==> config.mk <==
export PLATFORM = sky130hd
export DESIGN_NAME = mod_shift_reduce
export DESIGN_NICKNAME = d
export VERILOG_FILES = /design/src/rtl/mod_shift_reduce_pkg.sv /design/src/rtl/mod_shift_reduce_sub_step.sv /design/src/rtl/mod_shift_reduce.sv
export SDC_FILE = /design/constraint.sdc
export NUM_CORES = 1
export LEC_CHECK = 0
export BUFFER_PORTS_ARGS = -buffer_cell sky130_fd_sc_hd__buf_2
export CAP_MARGIN = 20
export CORE_MARGIN = 2
export CORE_UTILIZATION = 40
export DETAILED_ROUTE_END_ITERATION = 8
export PLACE_DENSITY = 0.66
export RECOVER_POWER = 50
export SYNTH_ARGS = -nofsm -noshare
export SYNTH_HDL_FRONTEND = slang
export SYNTH_HIERARCHICAL = 1
export SYNTH_SLANG_ARGS = --single-unit
==> constraint.sdc <==
create_clock -name clk -period 4.19 [get_ports clk]
set_input_delay 0.6285 -clock clk [delete_from_list [all_inputs] [get_ports clk]]
set_output_delay 0.6285 -clock clk [all_outputs]
set_load 0.01 [all_outputs]
==> src/rtl/mod_shift_reduce_pkg.sv <==
// Shared types and constants for the shift-and-reduce modular unit.
package mod_shift_reduce_pkg;

  typedef enum logic [1:0] {
    IDLE = 2'd0,
    CALC = 2'd1,
    DONE = 2'd2
  } state_t;

  localparam logic ERR_NONE     = 1'b0;
  localparam logic ERR_BAD_ARGS = 1'b1;

endpackage

==> src/rtl/mod_shift_reduce_sub_step.sv <==
// One restoring-division step: conditional subtract of the modulus from r'.
module mod_sub_step #(
  parameter int WIDTH = 32
) (
  input  logic [WIDTH:0]   r_shift,
  input  logic [WIDTH-1:0] modulus,
  output logic [WIDTH-1:0] r_next,
  output logic             q_bit
);

  // The true difference is always below modulus, so modulo-2^WIDTH arithmetic is exact.
  always_comb begin
    q_bit  = (r_shift >= {1'b0, modulus});
    r_next = q_bit ? (r_shift[WIDTH-1:0] - modulus) : r_shift[WIDTH-1:0];
  end

endmodule

==> src/rtl/mod_shift_reduce.sv <==
// Computes (num_in << len) mod modulus, one dividend bit per cycle.
// Optional quotient output enabled by defining MOD_SHIFT_REDUCE_QUOT_EN.
//
// state | meaning
// IDLE  | waiting for start; result/err hold last completion
// CALC  | shifting dividend bits through the reduce step
// DONE  | one-cycle completion pulse
module mod_shift_reduce
  import mod_shift_reduce_pkg::*;
#(
  parameter int WIDTH = 32,
  parameter int LEN_W = 8
) (
  input  logic             clk,
  input  logic             rstn,
  input  logic             start,
  input  logic [LEN_W-1:0] len,
  input  logic [WIDTH-1:0] num_in,
  input  logic [WIDTH-1:0] modulus,
  output logic             busy,
  output logic             done,
  output logic             err,
  output logic [WIDTH-1:0] result
`ifdef MOD_SHIFT_REDUCE_QUOT_EN
  ,
  output logic [2*WIDTH-1:0] quotient
`endif
);

  localparam int CNT_W = $clog2(2*WIDTH+1);

  state_t           state;
  logic [CNT_W-1:0] cnt;
  logic [WIDTH-1:0] dvd;
  logic [WIDTH-1:0] mod_q;
  logic [WIDTH-1:0] r;
  logic [WIDTH-1:0] r_next;
  logic             q_bit;
  logic             args_bad;

  assign args_bad = (modulus == '0) || (32'(len) > 32'(WIDTH));
  assign busy     = (state != IDLE);

  // num_in is shifted out MSB first, then zeros fill the len low-order dividend bits.
  mod_sub_step #(.WIDTH(WIDTH)) u_step (
    .r_shift ({r, dvd[WIDTH-1]}),
    .modulus (mod_q),
    .r_next  (r_next),
    .q_bit   (q_bit)
  );

  always_ff @(posedge clk or negedge rstn) begin
    if (!rstn) begin
      state  <= IDLE;
      cnt    <= '0;
      dvd    <= '0;
      mod_q  <= '0;
      r      <= '0;
      result <= '0;
      err    <= ERR_NONE;
      done   <= 1'b0;
    end else begin
      case (state)
        IDLE: begin
          done <= 1'b0;
          if (start) begin
            mod_q  <= modulus;
            dvd    <= num_in;
            r      <= '0;
            result <= '0;
            if (args_bad) begin
              err   <= ERR_BAD_ARGS;
              cnt   <= '0;
              done  <= 1'b1;
              state <= DONE;
            end else begin
              err   <= ERR_NONE;
              cnt   <= CNT_W'(WIDTH) + CNT_W'(len);
              state <= CALC;
            end
          end
        end
        CALC: begin
          r   <= r_next;
          dvd <= {dvd[WIDTH-2:0], 1'b0};
          cnt <= cnt - 1'b1;
          if (cnt == CNT_W'(1)) begin
            result <= r_next;
            done   <= 1'b1;
            state  <= DONE;
          end
        end
        DONE: begin
          done  <= 1'b0;
          state <= IDLE;
        end
        default: begin
          done  <= 1'b0;
          state <= IDLE;
        end
      endcase
    end
  end

`ifdef MOD_SHIFT_REDUCE_QUOT_EN
  always_ff @(posedge clk or negedge rstn) begin
    if (!rstn) begin
      quotient <= '0;
    end else if (state == IDLE && start) begin
      quotient <= '0;
    end else if (state == CALC) begin
      quotient <= {quotient[2*WIDTH-2:0], q_bit};
    end
  end
`else
  logic unused_q_bit;
  assign unused_q_bit = q_bit;
`endif

endmodule

== After elaboration in Yosys (flattened, before gate mapping) ==
Index checks and enable logic that the tools add are counted.

* Reduce and logical (&&, ||, !) cells: 9
* $lt $le $gt $ge: 2
* Equality and inequality tests: 4
* Div/mod/pow operators: 0
* Multiply operators: 0
* Bitwise gates (word level): 0
* $add $sub $neg: 3
* Shift operators: 0
* Multiplexer cells: 18

{| class="wikitable"
|+ Operators by type and width
! cell !! count
|-
| case mux 32 bit (2 select lines) || 3
|-
| 2-to-1 mux 32 bit || 4
|-
| >= comparator 33 x 32 -> 1 bit || 1
|-
| logical NOT 32 bit || 1
|-
| subtractor 32 bit || 1
|-
| 2-to-1 mux 7 bit || 2
|-
| case mux 7 bit (2 select lines) || 1
|-
| > comparator 8 x 6 -> 1 bit (second input constant) || 1
|-
| adder 6 x 7 -> 7 bit (first input constant) || 1
|-
| equality test 7 x 1 -> 1 bit (second input constant) || 1
|-
| subtractor 7 x 1 -> 7 bit (second input constant) || 1
|-
| 2-to-1 mux 2 bit || 3
|-
| AND reduction 2 bit || 3
|-
| inequality test 2 bit (second input constant) || 2
|-
| case mux 2 bit (2 select lines) || 1
|-
| nonzero test 2 bit || 2
|-
| 2-to-1 mux 1 bit || 3
|-
| AND reduction 3 bit || 1
|-
| equality test 2 x 1 -> 1 bit (second input constant) || 1
|-
| logical NOT 2 bit || 1
|-
| case mux 1 bit (2 select lines) || 1
|-
| logical OR 1 bit || 1
|}

* Memory bits (writable): 0
* Register bits after elaboration: 139
* Input bits: 75
* Memory bits (read-only): 0
* Memories kept: 0
* Output and inout port bits: 35
* Latch bits: 0

== Logic depth before layout (Yosys ltp) ==
* Depth after elaboration: 5
* Mapped depth: 16
* Depth with buffers taken out: 13

== Modules after synthesis ==
Netlist, hierarchy kept.

{| class="wikitable"
|+ By module, submodules not included
! module !! sequential area each (um2) !! area an instance (um2) !! cells an instance !! instances
|-
| mod_shift_reduce || 3,478.3 || 6,144.6 || 560 || 1
|-
| mod_sub_step || 0.0 || 2,331.0 || 323 || 1
|}

== Least setup slack after synthesis ==
No wires, ideal clock.

* Path type: register to register
* Start: reg r[6]
* End: reg result[28]
* Path slack: 949 ps
* Clock period less this slack: 3,241 ps
* Buffers on the path: 2
* Data required time: 4,065 ps
* Arrival time: 3,116 ps
* Cell stages (with the launch flop): 15
* Path through: dfrtp_1 ha_1 a21oi_2 a211oi_1 or3_4 nor4b_4 o21ai_2 a31oi_4 o21a_4 inv_2 buf_6 buf_12 mux2_4 and2_1 mux2_2

* Word-level cells in the longest chain between the ends: 4
* Elaborated cells between the ends (all ways): 5
* Classes of those cells: add/sub (1); order compare (1); mux (3)

{| class="wikitable"
|+ RTL lines
! item !! line !! text
|-
| start: declaration || mod_shift_reduce.sv:36 || <nowiki>logic [WIDTH-1:0] r;</nowiki>
|-
| start signal: assignment || mod_shift_reduce.sv:84 || <nowiki>r <= r_next;</nowiki>
|-
| >= comparator 33 x 32 -> 1 bit || mod_shift_reduce_sub_step.sv:13 || <nowiki>q_bit = (r_shift >= {1'b0, modulus});</nowiki>
|-
| named net q_bit || mod_shift_reduce.sv:38 || <nowiki>logic q_bit;</nowiki>
|-
| 2-to-1 mux 32 bit || mod_shift_reduce_sub_step.sv:14 || <nowiki>r_next = q_bit ? (r_shift[WIDTH-1:0] - modulus) : r_shift[WIDTH-1:0];</nowiki>
|-
| named net r_next[28] || mod_shift_reduce.sv:37 || <nowiki>logic [WIDTH-1:0] r_next;</nowiki>
|-
| 2-to-1 mux 32 bit || mod_shift_reduce.sv:87 || <nowiki>if (cnt == CNT_W'(1)) begin</nowiki>
|-
| case mux 32 bit (2 select lines) || mod_shift_reduce.sv:63 || <nowiki>case (state)</nowiki>
|-
| end signal: assignment || mod_shift_reduce.sv:88 || <nowiki>result <= r_next;</nowiki>
|-
| end: declaration || mod_shift_reduce.sv:23 || <nowiki>output logic [WIDTH-1:0] result</nowiki>
|}

The timed path passes the listed nets, and every way through them passes these cells. The select of a mux whose other input is x is not followed.
A chain may end at the register's enable or synchronous reset.

== Worst setup path in the final report ==
* Start: reg r[10]
* End: reg result[20]

The elaborated chain is that of the path after synthesis.

==> reports/metrics.cfg <==
[critical_path]
start_kind=register
critPathTopFamily=simple AND/OR/NAND/NOR gates
crit_buf_inv=2
cp_max_fo=16
cp-end-kind=register
required_ns=4.51
cp.arrival_ns=4.07
slowest_stage=ha_1
rrSetupSlack_ns=0.44
crit_path_max_incr_delay_ns=0.43
path_cells=ha_1 > nand4_1 > nor3_1 > o211ai_1 > nor4b_4 > o21ai_2 > a31oi_4 > o21a_4 > inv_2 > buf_12 > mux2_2 > and2_1 > mux2_4
path_class=reg2reg

[global_routing]
grt-ovfl-total=0
antenna_found_initial=1
grtUsageTotal=0.1917
grt_use_met1=0.2679
grt_pass1_vias=6519
use_met2=0.3028
use_met3=0.03171
grt_busiest_layer=met2
grt_pass1_wl_um=33860
grt_start_max_net_pins=94

[final_layout]
areaGrowthSynthToFinish_pct=15.04
nNetsFinal=1081
utilization=0.4668
stdcell_area_um2=9751
nFillCells=2001
drive_gt1_frac=0.2215

[power_and_ir_drop]
powerDensity_nw_per_um2=531.3
intPower_mw=3.180
swShare=0.3861
clock_power_share=0.286
p_sw_mw=2.000
seqPwrFrac=0.367
power_mw=5.181
comb_power_share=0.346
power_leakage_nw=5.061
ir_drop_uv=326.5

[timing]
worst_pin_slew_ns=2.357
relSlewSlack=-0.5712
clock_skew_ns=0.009746
fin_crit_ns=3.753
min_period_over_period=0.8956
hold_viol_final=0
tns_ns=0
rsz0062_at_grt=no
setup_viol=0
drv_slew=94
fmax_mhz=266.5

[clock_tree]
post_cts_resized=0
cts_buffers=17
cts_root_buf=clkbuf_16
ctsHtreeMaxLevel=4
insertion_delay_ns=0.43
tritoncts=done
clkSinkCount=139
cts_hold_buf=0
clk_pin_slew_ns=0.07
cts_setup_buffers=0
cts_buffer_depth=2

[synth]
syn_nets=993
synth.lib_cells_used.distinct=59
synth_edf_count=0
synth_top_area_cell=dfrtp_1
synth_area_um2=8476
ys_seq_area_frac=0.4104
avgSynthCellArea_um2=9.599
synthTopCellsByArea=dfrtp_1 41%, mux2_4 6.9%, nand2_1 5.4%
async_flop_share=1.000
postSynthCellCount=883
synth-warning-count=6
synth-seq-cells=139
synthFlopType=dfrtp_1
synth_top_area_share=0.4104

[placed_design]
gp_congestion=0.8605
dp_hpwl_um=14690
io_buffers=109
place_area_um2=9223

[job]
cap_violations=1

[route]
wl_per_cell_um=16.42
drt-pass1-iter-count=5
drtIter0Drc=427
vias=6656
ant_nets=0
vias_per_cell=5.283
drcViolationCount=0
routed_wl_um=20680

[status]
failed_checks=max-capacitance violations, max-slew violations
status=complete, but fails checks

[floorplan]
fp.dieArea_um2=22370
start_util=0.4058
fp.coreArea_um2=20890
die_h_um=149.6
io_pins=110
row_count=53
die_w_um=149.6

[min_path]
holdCritPathClass=in2reg

## power groups by stage
stage | clock (mW) | sequential, mW | combinational [mW]
floorplan | 0 | 1.85 | 1.42
global placement | 0 | 1.91 | 1.77
detailed placement | 0 | 1.92 | 1.78
CTS | 1.51 | 1.90 | 1.80
global route | 1.57 | 1.95 | 2.02
finish | 1.48 | 1.90 | 1.79
## logic make-up after synthesis
logic type	Yosys count	synth area share
simple gates	286	0.1707
compound gates	237	0.1854
flops	139	0.4104
buf+inv	95	0.05122
mux	64	0.1019
fa+ha+maj	35	0.05255
xor+xnor	27	0.02790
## cell usage in the layout, fill, tap and decap left out, types with 9 or more instances in the layout
master and instances:
dfrtp_1 139, nand2_1 122, buf_2 91, a21oi_1 59
o21ai_0 52, inv_1 43, a21o_1 41, mux2_4 39
nor2b_1 37, and2_1 34, ha_1 34, a22oi_1 31
nor2_1 31, mux2_2 22, xnor2_1 18, clkbuf_16 17
clkbuf_1 17, nor4_1 13, nor3_1 9, xor2_1 9
buf_4 9, nand4_1 9
## cell usage after synthesis, types with 3 or more instances
library cell,count
a211oi_1,3
nor3b_1,5
buf_2,4
nor3_1,9
nand3_1,7
xor2_1,9
o21a_1,4
mux2_2,22
o211ai_1,3
a31o_2,3
a21oi_1,59
dfrtp_1,139
a21o_1,41
nand2_1,122
o21ai_0,52
a211o_1,3
nand4_1,9
clkbuf_1,40
ha_1,34
buf_12,4
a21boi_0,5
nor4_1,13
mux2_4,39
and2_1,34
nand2b_1,3
xnor2_1,18
nor2b_1,40
and3_1,3
a221o_1,4
a22oi_1,31
inv_1,43
a31oi_1,5
mux2i_1,3
o21bai_1,5
nor2_1,31
## per-layer routing
layer	routed length (um)	share of wire
met3	767	0.037
met1	9929	0.48
met4	331	0.016
met2	9655	0.47
met5	0	0
## tightest hold or removal path, delay by kind of cell
family | cells | cell delay, ns
buf+inv | 1 | 0.09
simple gates | 2 | 0.08
## stage by stage
| step | instances | worst slack [ns] | hold slack [ns] |
|---|---|---|---|
| after floorplan | 883 | 0.9490 | 0.3329 |
| after global placement | 1227 | 0.6955 | 0.4611 |
| after detailed placement | 1227 | 0.4726 | 0.4621 |
| after CTS | 1259 | 0.4475 | 0.3053 |
| after global routing | 1260 | 0.1449 | 0.4012 |
| final | 1260 | 0.4375 | 0.3974 |
## sequential cells by signal, indices dropped and copies added, names as in the netlist
register / cells
cnt: 7
result: 32
r: 32
dvd: 32
done: 1
state: 2
mod_q: 32
err: 1
## layout make-up
cell class	instances	area [um^2]	share of cell area
Antenna cell	1	2.502	0.0002566
Clock buffer	17	425.4	0.04363
Clock inverter	15	142.6	0.01463
Inverter	44	165.2	0.01694
Multi-Input combinational cell	649	4576	0.4693
Sequential cell	139	3478	0.3567
Tap cell	275	344.1	0.03529
Timing Repair Buffer	120	616.8	0.06326
## worst paths after layout
path	startpoint	end	cells after the start
worst max-delay path	r[10]	result[20]	13
worst min-delay path	modulus[28]	mod_q[28]	3
worst max register to register	r[10]	result[20]	13
worst min register to register	mod_q[17]	mod_q[17]	2
max in group asynchronous	rstn	result[27]	2
min in group asynchronous	rstn	result[9]	1
Note: power is estimated with default switching activity, not from simulation.
